## src/rtl/shift_pkg.sv

```systemverilog
// Shared definitions for the iterative right shifter: widths, FSM states
// and fill-mode constants.
package shift_pkg;

    localparam int WIDTH   = 32;
    localparam int SHAMT_W = 5;
    localparam int STAGE_W = 3;

    typedef enum logic {
        ST_IDLE  = 1'b0,
        ST_SHIFT = 1'b1
    } state_e;

    localparam logic SHIFT_LOGICAL = 1'b0;
    localparam logic SHIFT_ARITH   = 1'b1;

endpackage : shift_pkg

```

## src/rtl/shift_right_stage.sv

```systemverilog
// One power-of-two right-shift stage: shifts by 2^k with zero or sign fill.
// Purely combinational; the top module reuses it on every iteration.
module shift_right_stage
    import shift_pkg::*;
(
    input  logic [WIDTH-1:0]   acc_i,
    input  logic [STAGE_W-1:0] k_i,
    input  logic               mode_i,
    output logic [WIDTH-1:0]   acc_o
);

    logic fill;

    // The sign comes from the current accumulator, so an arithmetic shift
    // keeps propagating the original sign stage after stage.
    assign fill = (mode_i == SHIFT_ARITH) & acc_i[WIDTH-1];

    // NOTE: every path assigns acc_o (default arm included), so no latch is inferred.
    always_comb begin
        case (k_i)
            3'd0:    acc_o = {{1{fill}},  acc_i[WIDTH-1:1]};
            3'd1:    acc_o = {{2{fill}},  acc_i[WIDTH-1:2]};
            3'd2:    acc_o = {{4{fill}},  acc_i[WIDTH-1:4]};
            3'd3:    acc_o = {{8{fill}},  acc_i[WIDTH-1:8]};
            3'd4:    acc_o = {{16{fill}}, acc_i[WIDTH-1:16]};
            default: acc_o = acc_i;
        endcase
    end

endmodule : shift_right_stage

```

## src/rtl/seq_shift_right.sv

```systemverilog
// Multi-cycle 32-bit logical/arithmetic right shifter with start/done
// handshake; applies one power-of-two stage per clock, largest stage first.
module seq_shift_right
    import shift_pkg::*;
(
    input  logic               clk,
    input  logic               reset,
    input  logic               start,
    input  logic               arith,
    input  logic [SHAMT_W-1:0] shamt,
    input  logic [WIDTH-1:0]   I,
    output logic [WIDTH-1:0]   R,
    output logic               busy,
    output logic               done
);

    state_e               state_q;
    logic [WIDTH-1:0]     acc_q;
    logic [WIDTH-1:0]     acc_d;
    logic [SHAMT_W-1:0]   rem_q;
    logic [SHAMT_W-1:0]   rem_d;
    logic                 mode_q;
    logic [WIDTH-1:0]     r_q;
    logic                 busy_q;
    logic                 done_q;
    logic [STAGE_W-1:0]   k;

    // Highest set bit of the remaining amount; the last match in the loop wins.
    always_comb begin
        k = '0;
        for (int b = 0; b < SHAMT_W; b++) begin
            if (rem_q[b]) begin
                k = STAGE_W'(b);
            end
        end
        rem_d    = rem_q;
        rem_d[k] = 1'b0;
    end

    shift_right_stage u_stage (
        .acc_i  (acc_q),
        .k_i    (k),
        .mode_i (mode_q),
        .acc_o  (acc_d)
    );

    // NOTE: sequential state uses non-blocking assignments only, so every
    // register sees the pre-edge values of the others.
    always_ff @(posedge clk or posedge reset) begin
        if (reset) begin
            state_q <= ST_IDLE;
            acc_q   <= '0;
            rem_q   <= '0;
            mode_q  <= SHIFT_LOGICAL;
            r_q     <= '0;
            busy_q  <= 1'b0;
            done_q  <= 1'b0;
        end else begin
            case (state_q)
                ST_IDLE: begin
                    done_q <= 1'b0;
                    if (start) begin
                        acc_q   <= I;
                        rem_q   <= shamt;
                        mode_q  <= arith;
                        busy_q  <= 1'b1;
                        state_q <= ST_SHIFT;
                    end
                end
                ST_SHIFT: begin
                    if (rem_q == '0) begin
                        r_q     <= acc_q;
                        done_q  <= 1'b1;
                        busy_q  <= 1'b0;
                        state_q <= ST_IDLE;
                    end else begin
                        acc_q <= acc_d;
                        rem_q <= rem_d;
                    end
                end
                default: state_q <= ST_IDLE;
            endcase
        end
    end

    assign R    = r_q;
    assign busy = busy_q;
    assign done = done_q;

endmodule : seq_shift_right

```

## config.mk

```make
export PLATFORM = sky130hd
export DESIGN_NAME = seq_shift_right
export DESIGN_NICKNAME = d
export VERILOG_FILES = /design/src/rtl/shift_pkg.sv /design/src/rtl/shift_right_stage.sv /design/src/rtl/seq_shift_right.sv
export SDC_FILE = /design/constraint.sdc
export NUM_CORES = 1
export LEC_CHECK = 0
export CORE_MARGIN = 4
export CORE_UTILIZATION = 35
export DETAILED_ROUTE_END_ITERATION = 8
export PLACE_DENSITY_LB_ADDON = 0.05
export SLEW_MARGIN = 20
export SYNTH_ARGS = -nofsm -noshare
export SYNTH_HDL_FRONTEND = slang
export SYNTH_SLANG_ARGS = --single-unit
```

## constraint.sdc

```tcl
create_clock -name clk -period 3.05 [get_ports clk]
set_input_delay 0.305 -clock clk [delete_from_list [all_inputs] [get_ports clk]]
set_output_delay 0.305 -clock clk [all_outputs]
set_load 0.03 [all_outputs]
```

==> out/metrics.csv, run 1 <==
metric,value,unit
final_max_slew_viols,0,
cap_viol_max_count,0,
finalWeightedCongestion,0.803,
detailroute.wirelength.met3,798,um
fp.dieH,119,um
final_common_cell,sky130_fd_sc_hd__clkdlybuf4s50_1,
final-hold-violation-count,0,
grt_util_all_layers,0.180,
synth_area_leaders,"sky130_fd_sc_hd__dfrtp_1, sky130_fd_sc_hd__mux2_4, sky130_fd_sc_hd__o221ai_1",
worstSkewPairLatency,0.34,ns
area_growth_syn_to_layout,26.1,%
worst_r2r_path_depth,6,
largest_net_degree_at_the_start_of_global_routing,57,
post-place-ws,0.744,ns
ir_worst_vdd,550,uV
drt_iter0_markers,289,
postCtsSetupRepairBufs,0,
fin_setup_tns,0,ns
fin_ws,0.740,ns
cts_sinks,73,
antenna-diode-count,0,
worstPathMaxFanout,40,
power.leakage,0.00233,uW
clock-root-buffer,sky130_fd_sc_hd__clkbuf_16,
timing.slew.headroom,0.453,
first_global_vias,3591,
grt_setup_unrepaired,no,
number_of_distinct_standard_cells_referenced_by_the_synthesized_netlist,40,
r2r_setup_slk,0.74,ns
synthDominantCellAreaShare,0.427,
syn_avg_cell_area,9.99,um2
clock_tree.htree_level_count,3,
setup.worst_path.end,acc_q[17],
wl_met1,5980,um
die_area,14100,um2
width_of_the_die,119,um
r2r_start,rem_q[3],
critical_path_source_type,register,
clock_tree_from_tritoncts,built,
num_io_pins,75,
max_root_sink_buffers,2,
holdBufCountCts,0,
mappedNetlistArea,4280,um2
fin_skew,0.00527,ns
synth-warning-count,0,
remaining_drc_errors,0,
via_per_inst,5.68,
floorplan.initialDensity,0.356,
hold_path.class,primary input to asynchronous set/reset pin,
grt_pass1_wl,20300,um
nNetsFinal,520,
routed-wl-met2,5520,um
outcome,finished clean,
detailedRoute.firstPassIterationCount,5,
globalRoute.totalOverflow,0,
ctsResizeCount,0,
worst_ep_arrival_time,2.53,ns
layout.cells.most_common_list,"sky130_fd_sc_hd__clkdlybuf4s50_1, sky130_fd_sc_hd__dfrtp_1, sky130_fd_sc_hd__nor2_1",
cp.required,3.26,ns
port_buffers,74,
critical_path_sink_type,register,
top_layer_used,met4,
setup_viol_count_final,0,
fill_cells,1170,
worst_pin_slew,0.813,ns
hold_slack,0.368,ns
synth.yosys.seq_area_share,0.427,
inserted_clock_buffers,9,
fmax,433,MHz
fin_crit_sh,0.757,
post_synth_inst_count,428,
powerDensity,1360,nW/um2
ys_seq_elements,73,
wirelength,12500,um
post-dp-hpwl,8120,um
antenna_found_initial,0,
floorplan.rows,40,
route.antenna.remaining_nets,0,
clkSlewWorstSetupHoldPaths,0.06,ns
placeableCoreArea,12000,um2
syn-num-nets,469,
critPathLaunch,rem_q[3],
min_period,2.31,ns
wl_per_cell,19.7,um
num_vias,3587,
post-synth-top-area-cell,sky130_fd_sc_hd__dfrtp_1,
regToRegEndpoint,acc_q[17],
worstSetupPathType,register to register,
post_route_cells_drive_above_1_share,0.126,
==> final cells by class <==
cell class                 instances  area, um2  share of cell area
clock buffer                      13        250              0.0464
tap                              147        184              0.0341
inverter                          21       78.8              0.0146
clock inverter                     3       40.0             0.00742
timing repair buffer              83        833               0.155
sequential                        73       1830               0.339
multi-input combinational        291       2180               0.404
==> how the worst min path moves through the flow <==
stage,endpoint,slack (ns),cells after the start
global placement,R[30],0.49,1
finish,R[14],0.37,2
CTS,R[17],0.38,2
floorplan,mode_q,0.41,2
detailed placement,R[18],0.49,1
global route,R[17],0.44,2
==> flip-flops by register name, indices dropped and copies added, names as in the netlist <==
register	flops
state_q	1
rem_q	5
mode_q	1
acc_q	32
busy	1
done	1
R	32
==> logic make-up (layout without fill, tap and decap cells) <==
family                 count (synthesis)  in the layout  share of synthesized area
AO/OA/AOI/OAI                        162            162                      0.277
buffers and inverters                 64            120                     0.0667
multiplexers                          38             38                      0.125
AND/OR/NAND/NOR                       91             91                      0.105
flip-flops                            73             73                      0.427
==> worst max-delay path: stages, from the launching register on <==
cell and delay (ns):
sky130_fd_sc_hd__dfrtp_1 0.38, sky130_fd_sc_hd__buf_4 0.26, sky130_fd_sc_hd__nor4_1 0.76, sky130_fd_sc_hd__a31oi_4 0.36
sky130_fd_sc_hd__buf_12 0.27, sky130_fd_sc_hd__nor2_1 0.09, sky130_fd_sc_hd__a31oi_1 0.05
==> power breakdown <==
group | internal, uW | switching (uW) | total (uW)
registers | 1480 | 671 | 2150
clock network | 653 | 396 | 1050
logic | 2000 | 2130 | 4130
total | 4130 | 3200 | 7330
==> through the flow <==
step                      power [uW]  cells   util  cell area (um2)
after floorplan                 5060    428      -             4280
after global placement          6260    615  0.425             5100
after detailed placement        6310    615  0.425             5100
after CTS                       7400    631  0.449             5390
after global routing            7860    631  0.449             5390
final                           7330    631  0.449             5390
==> synthesized netlist by cell type, drive strengths merged <==
| cell | number |
|---|---|
| dfrtp | 73 |
| nor2 | 44 |
| a21oi | 33 |
| mux2 | 32 |
| clkbuf | 29 |
| o221ai | 28 |
| inv | 21 |
| nand2 | 15 |
| o22a | 15 |
| buf | 14 |
| nor2b | 14 |
| a221o | 13 |
| a31oi | 13 |
| o21a | 13 |
| o21ai | 12 |
| a211oi | 11 |
| a21o | 11 |
| nand2b | 7 |
| mux2i | 6 |
| a221oi | 4 |
| and3 | 3 |
| a22o | 2 |
| nor3 | 2 |
| o211ai | 2 |
| o22ai | 2 |
| a211o | 1 |
| a22oi | 1 |
| nand3 | 1 |
| nand3b | 1 |
| nor4 | 1 |
| o31ai | 1 |
| or2 | 1 |
| or3 | 1 |
| or4 | 1 |
==> routing by layer <==
| metal | GRT usage | up-vias |
|---|---|---|
| li1 | - | 1698 |
| met1 | 0.256 | 1747 |
| met2 | 0.272 | 130 |
| met3 | 0.0493 | 12 |
| met4 | 0.0478 | 0 |
| met5 | 0 | - |
Note: power is estimated with default switching activity, not from simulation.
==> run 2: changes to the inputs <==
==> constraint.sdc (replaced) <==
create_clock -name clk -period 2.4 [get_ports clk]
set_input_delay 0.24 -clock clk [delete_from_list [all_inputs] [get_ports clk]]
set_output_delay 0.24 -clock clk [all_outputs]
set_load 0.03 [all_outputs]
==> run 2 against run 1 <==
Net effect: final cell count grew 0.95%; power grew 29%; worst hold slack lost 0.088 ns; register-to-register slack lost 0.40 ns; worst setup slack lost 0.40 ns; clock-buffer cell count is the same; via count shrank 0.17%; flip-flop and latch count is the same; fmax grew 12%; sequential power grew 28%; global-route usage shrank 0.16 points; critical path type unchanged.
==> out/metrics.csv, run 2 (synthesized netlist as in run 1, its figures left out) <==
metric,value,unit,change
fin_cells,637,,+0.95%
ctsResizeCount,0,,unchanged
width_of_the_die,119,um,unchanged
via_per_inst,5.62,,-1.1%
grt_pass1_wl,20000,um,-1.1%
net_load_switching_power,4090,uW,+28%
power.clock.fraction,0.149,,+0.006
post_route_cells_drive_above_1_share,0.135,,+0.00866
min_period,2.06,ns,-0.246 ns
fin_setup_tns,0,ns,unchanged
max_root_sink_buffers,2,,unchanged
drt_iter0_markers,233,,-19%
power.leakage,0.00237,uW,+1.4%
cts_sinks,73,,unchanged
critical_path.top_delay_family,simple AND/OR/NAND/NOR gates,,
antenna-diode-count,0,,unchanged
r2r_start,rem_q[4],,
wl_per_cell,19.4,um,-2.0%
final-hold-violation-count,0,,unchanged
worstSkewPairLatency,0.35,ns,about the same
detailedRoute.firstPassIterationCount,4,,-1
wirelength,12300,um,-1.0%
setup_viol_count_final,0,,unchanged
power.share.combinational,0.561,,-0.003
floorplan.rows,40,,unchanged
worstPathMaxFanout,32,,-20%
area_growth_syn_to_layout,27.5,%,
globalRoute.totalOverflow,0,,unchanged
placeableCoreArea,12000,um2,unchanged
first_global_vias,3589,,-0.056%
remaining_drc_errors,0,,unchanged
route.antenna.remaining_nets,0,,unchanged
worstSetupPathType,register to register,,
floorplan.initialDensity,0.356,,unchanged
regToRegEndpoint,R[23],,
ir_worst_vdd,707,uV,+29%
final_util,0.454,,+0.00500
r2r_setup_slk,0.34,ns,-0.40 ns
grt_setup_unrepaired,no,,
num_vias,3581,,-0.17%
inserted_clock_buffers,9,,unchanged
num_io_pins,75,,unchanged
port_buffers,74,,unchanged
fp.dieH,119,um,unchanged
timing.critical_path.slowest_cell_delay,0.57,ns,-0.19 ns
cap_viol_max_count,0,,unchanged
postCtsSetupRepairBufs,0,,unchanged
cp.required,2.63,ns,-0.63 ns
clock-root-buffer,sky130_fd_sc_hd__clkbuf_16,,
finalWeightedCongestion,0.789,,-1.7%
critical_path_sink_type,register,,
fin_skew,0.00984,ns,+0.00457 ns
final_max_slew_viols,0,,unchanged
nNetsFinal,526,,+1.2%
netSwitchingFraction,0.431,,-0.00565
timing.slew.headroom,0.510,,+0.0573
layout.cells.most_common_list,"sky130_fd_sc_hd__clkdlybuf4s50_1, sky130_fd_sc_hd__dfrtp_1, sky130_fd_sc_hd__nor2_1",,
worst_r2r_path_depth,4,,-2
hold_path.class,primary input to asynchronous set/reset pin,,
fin_crit_sh,0.860,,+0.103
final_common_cell,sky130_fd_sc_hd__clkdlybuf4s50_1,,
seq_power_share,0.289,,-0.004
clock_tree_from_tritoncts,built,,
outcome,finished clean,,
timing.critical_path.slowest_stage_cell,sky130_fd_sc_hd__or4_4,,
clock_tree.htree_level_count,3,,unchanged
critical_path_source_type,register,,
fmax,484,MHz,+12%
fill_cells,1194,,+2.1%
antenna_found_initial,0,,unchanged
worst_pin_slew,0.735,ns,-0.0784 ns
die_area,14100,um2,unchanged
largest_net_degree_at_the_start_of_global_routing,74,,+30%
holdBufCountCts,0,,unchanged
post-dp-hpwl,8090,um,-0.40%
powerDensity,1740,nW/um2,+28%
clkSlewWorstSetupHoldPaths,0.06,ns,about the same
p_int,5400,uW,+31%
dp.cells,621,,+0.98%
cp_cell_sequence,or4_4 > nor2_8 > nand2_4 > mux2_4,,
grt_util_all_layers,0.179,,-0.00162
worst_ep_arrival_time,2.29,ns,-0.24 ns
crit_buf_inv,0,,-2
-- run 2: stage by stage --
stage                     setup slack (ns)  instance area [um2]  hold WS (ns)  total power [uW]
after floorplan                      0.307                 4280         0.345              6440
after detailed placement             0.333                 5150         0.492              8100
after global routing                 0.255                 5450         0.354             10100
final                                0.336                 5450         0.279              9490
after global placement               0.359                 5150         0.492              8040
after CTS                            0.323                 5450         0.321              9560
-- run 2: worst max-delay path by stage --
stage | depth (start not counted) | from | endpoint
detailed placement | 4 | rem_q[4] | R[23]
global placement | 4 | rem_q[3] | R[11]
CTS | 4 | rem_q[4] | R[23]
finish | 4 | rem_q[4] | R[23]
global route | 4 | rem_q[4] | R[13]
floorplan | 1 | reset | R[0]
-- run 2: worst register-to-register path: cells and delay by family, from the launching register on --
kind	cells	cell delay (ns)
simple gates	3	1.06
mux	1	0.46
flops	1	0.43
-- run 2: metal layers --
layer / vias up / share of wire / track usage
li1: 1714 / - / -
met1: 1723 / 0.49 / 0.256
met2: 129 / 0.43 / 0.262
met3: 15 / 0.060 / 0.0416
met4: 0 / 0.018 / 0.0673
met5: - / 0 / 0
-- run 2: cell type report --
class | instances | area, um2 | share of cell area
Multi-Input combinational cell | 291 | 2180 | 0.400
Sequential cell | 73 | 1830 | 0.335
Timing Repair Buffer | 89 | 878 | 0.161
Clock buffer | 13 | 240 | 0.0441
Tap cell | 147 | 184 | 0.0337
Inverter | 21 | 78.8 | 0.0145
Clock inverter | 3 | 65.1 | 0.0119
-- run 2: power by group through the flow --
stage / sequential, uW / clock [uW] / combinational, uW
2_1_floorplan: 2930 / 0 / 3510
3_3_place_gp: 2760 / 0 / 5280
3_5_place_dp: 2760 / 0 / 5330
4_1_cts: 2750 / 1460 / 5360
5_1_grt: 2850 / 1500 / 5760
6_report: 2750 / 1420 / 5320
==> run 3: changes to the inputs <==
==> constraint.sdc (replaced) <==
create_clock -name clk -period 2.06 [get_ports clk]
set_input_delay 0.206 -clock clk [delete_from_list [all_inputs] [get_ports clk]]
set_output_delay 0.206 -clock clk [all_outputs]
set_load 0.03 [all_outputs]
==> run 3 against run 2 <==
Net effect: routed wire length is 1.3% higher; combinational power is 20% higher; worst setup slack worse by 0.17 ns; global-route usage is 0.24 points higher; flip-flop and latch count stayed put; core utilization is 0.14 points higher; non-clock buffer count is 6 higher; clock power hardly changed; power is 16% higher; die area stayed put; fmax is 9.2% higher; largest cell class unchanged.
==> out/metrics.csv, run 3 (synthesized netlist as in run 1, its figures left out) <==
metric,value,unit,change
drt_iter0_markers,299,,+28%
finalWeightedCongestion,0.843,,+6.8%
fin_cells,641,,+0.63%
grt_util_all_layers,0.181,,+0.00241
wl_per_cell,19.5,um,+0.71%
worst_ep_arrival_time,2.14,ns,-0.15 ns
power,11000,uW,+16%
setup_viol_count_final,0,,unchanged
seq_power_share,0.289,,about the same
die_area,14100,um2,unchanged
clock_tree.htree_level_count,3,,unchanged
clock_tree_from_tritoncts,built,,
dp.cells,627,,+0.97%
cap_viol_max_count,0,,unchanged
post-dp-hpwl,8330,um,+2.9%
num_vias,3625,,+1.2%
design_area,5470,um2,+0.30%
power.share.combinational,0.581,,+0.020
hold_slack,0.271,ns,-0.00864 ns
final_common_cell,sky130_fd_sc_hd__clkdlybuf4s50_1,,
floorplan.rows,40,,unchanged
largest_net_degree_at_the_start_of_global_routing,74,,unchanged
area_growth_syn_to_layout,27.9,%,
worstSetupPathType,register to register,,
worst_pin_slew,0.540,ns,-0.195 ns
critical_path_sink_type,register,,
nNetsFinal,532,,+1.1%
remaining_drc_errors,0,,unchanged
clock-root-buffer,sky130_fd_sc_hd__clkbuf_16,,
final-hold-violation-count,0,,unchanged
placeableCoreArea,12000,um2,unchanged
via_per_inst,5.66,,+0.60%
fin_crit_sh,0.917,,+0.0572
netSwitchingFraction,0.435,,+0.00468
holdBufCountCts,0,,unchanged
power.clock.fraction,0.131,,-0.018
ir_worst_vdd,703,uV,-0.68%
fin_setup_tns,0,ns,unchanged
min_period,1.89,ns,-0.175 ns
cp.required,2.31,ns,-0.32 ns
port_buffers,74,,unchanged
antenna_found_initial,0,,unchanged
route.antenna.remaining_nets,0,,unchanged
postCtsSetupRepairBufs,0,,unchanged
outcome,finished clean,,
layout.cells.most_common_list,"sky130_fd_sc_hd__clkdlybuf4s50_1, sky130_fd_sc_hd__dfrtp_1, sky130_fd_sc_hd__nor2_1",,
power.leakage,0.00238,uW,+0.55%
timing.slew.headroom,0.640,,+0.130
fp.dieH,119,um,unchanged
antenna-diode-count,0,,unchanged
cts_sinks,73,,unchanged
grt_setup_unrepaired,no,,
critical_path_source_type,register,,
inserted_clock_buffers,9,,unchanged
final_max_slew_viols,0,,unchanged
hold_path.class,primary input to asynchronous set/reset pin,,
num_io_pins,75,,unchanged
grt_pass1_wl,20200,um,+1.0%
width_of_the_die,119,um,unchanged
p_int,6190,uW,+15%
worstPathMaxFanout,56,,+75%
floorplan.initialDensity,0.356,,unchanged
net_load_switching_power,4770,uW,+17%
wirelength,12500,um,+1.3%
ctsResizeCount,0,,unchanged
fin_skew,0.00366,ns,-0.00618 ns
powerDensity,2000,nW/um2,+15%
detailed_place.area,5200,um2,+1.1%
first_global_vias,3618,,+0.81%
fmax,529,MHz,+9.2%
globalRoute.totalOverflow,0,,unchanged
detailedRoute.firstPassIterationCount,4,,unchanged
clkSlewWorstSetupHoldPaths,0.05,ns,about the same
post_route_cells_drive_above_1_share,0.144,,+0.00903
worstSkewPairLatency,0.34,ns,about the same
max_root_sink_buffers,2,,unchanged
run 3: final timing paths:
kind | cells past startpoint | from | slack [ns] | end
max | 7 | rem_q[2] | 0.17 | acc_q[16]
min | 3 | reset | 0.27 | R[17]
max reg2reg | 7 | rem_q[2] | 0.17 | acc_q[16]
min reg2reg | 1 | R[30] | 0.51 | R[30]
max in group asynchronous | 3 | reset | 1.47 | mode_q
min in group clk | 3 | arith | 0.39 | mode_q
run 3: metal layers:
layer / GRT usage / up-vias / wire length [um]
met5: 0 / - / 0
met4: 0.0681 / 0 / 215
met3: 0.0325 / 15 / 669
met2: 0.260 / 120 / 5430
met1: 0.271 / 1773 / 6180
li1: - / 1717 / -
run 3: stage by stage:
step / setup slack (ns) / util
floorplan: 0.000729 / -
global placement: 0.203 / 0.433
detailed placement: 0.153 / 0.433
CTS: 0.140 / 0.455
global route: 0.0144 / 0.455
finish: 0.171 / 0.455
run 3: final cells by class:
class                   instances  area [um2]
well taps                     147         184
inverters                      21        78.8
clock buffers                  14         264
repair buffers                 95         936
multi-input cells             291        2180
fillers                      1169        6540
flip-flops and latches         73        1830
run 3: power by group through the flow:
stage               Sequential [uW]  Combinational (uW)  Clock [uW]
floorplan                      3410                4090           0
global placement               3180                6310           0
detailed placement             3190                6390           0
CTS                            3170                6410        1480
global route                   3290                6890        1540
finish                         3160                6370        1430
run 3: worst max-delay path: stages, from the launching register on:
cell,delay [ns]
sky130_fd_sc_hd__dfrtp_1,0.35
sky130_fd_sc_hd__buf_4,0.45
sky130_fd_sc_hd__nor4_1,0.10
sky130_fd_sc_hd__buf_4,0.17
sky130_fd_sc_hd__a31oi_4,0.30
sky130_fd_sc_hd__buf_12,0.21
sky130_fd_sc_hd__nor2_1,0.05
sky130_fd_sc_hd__a31oi_1,0.16
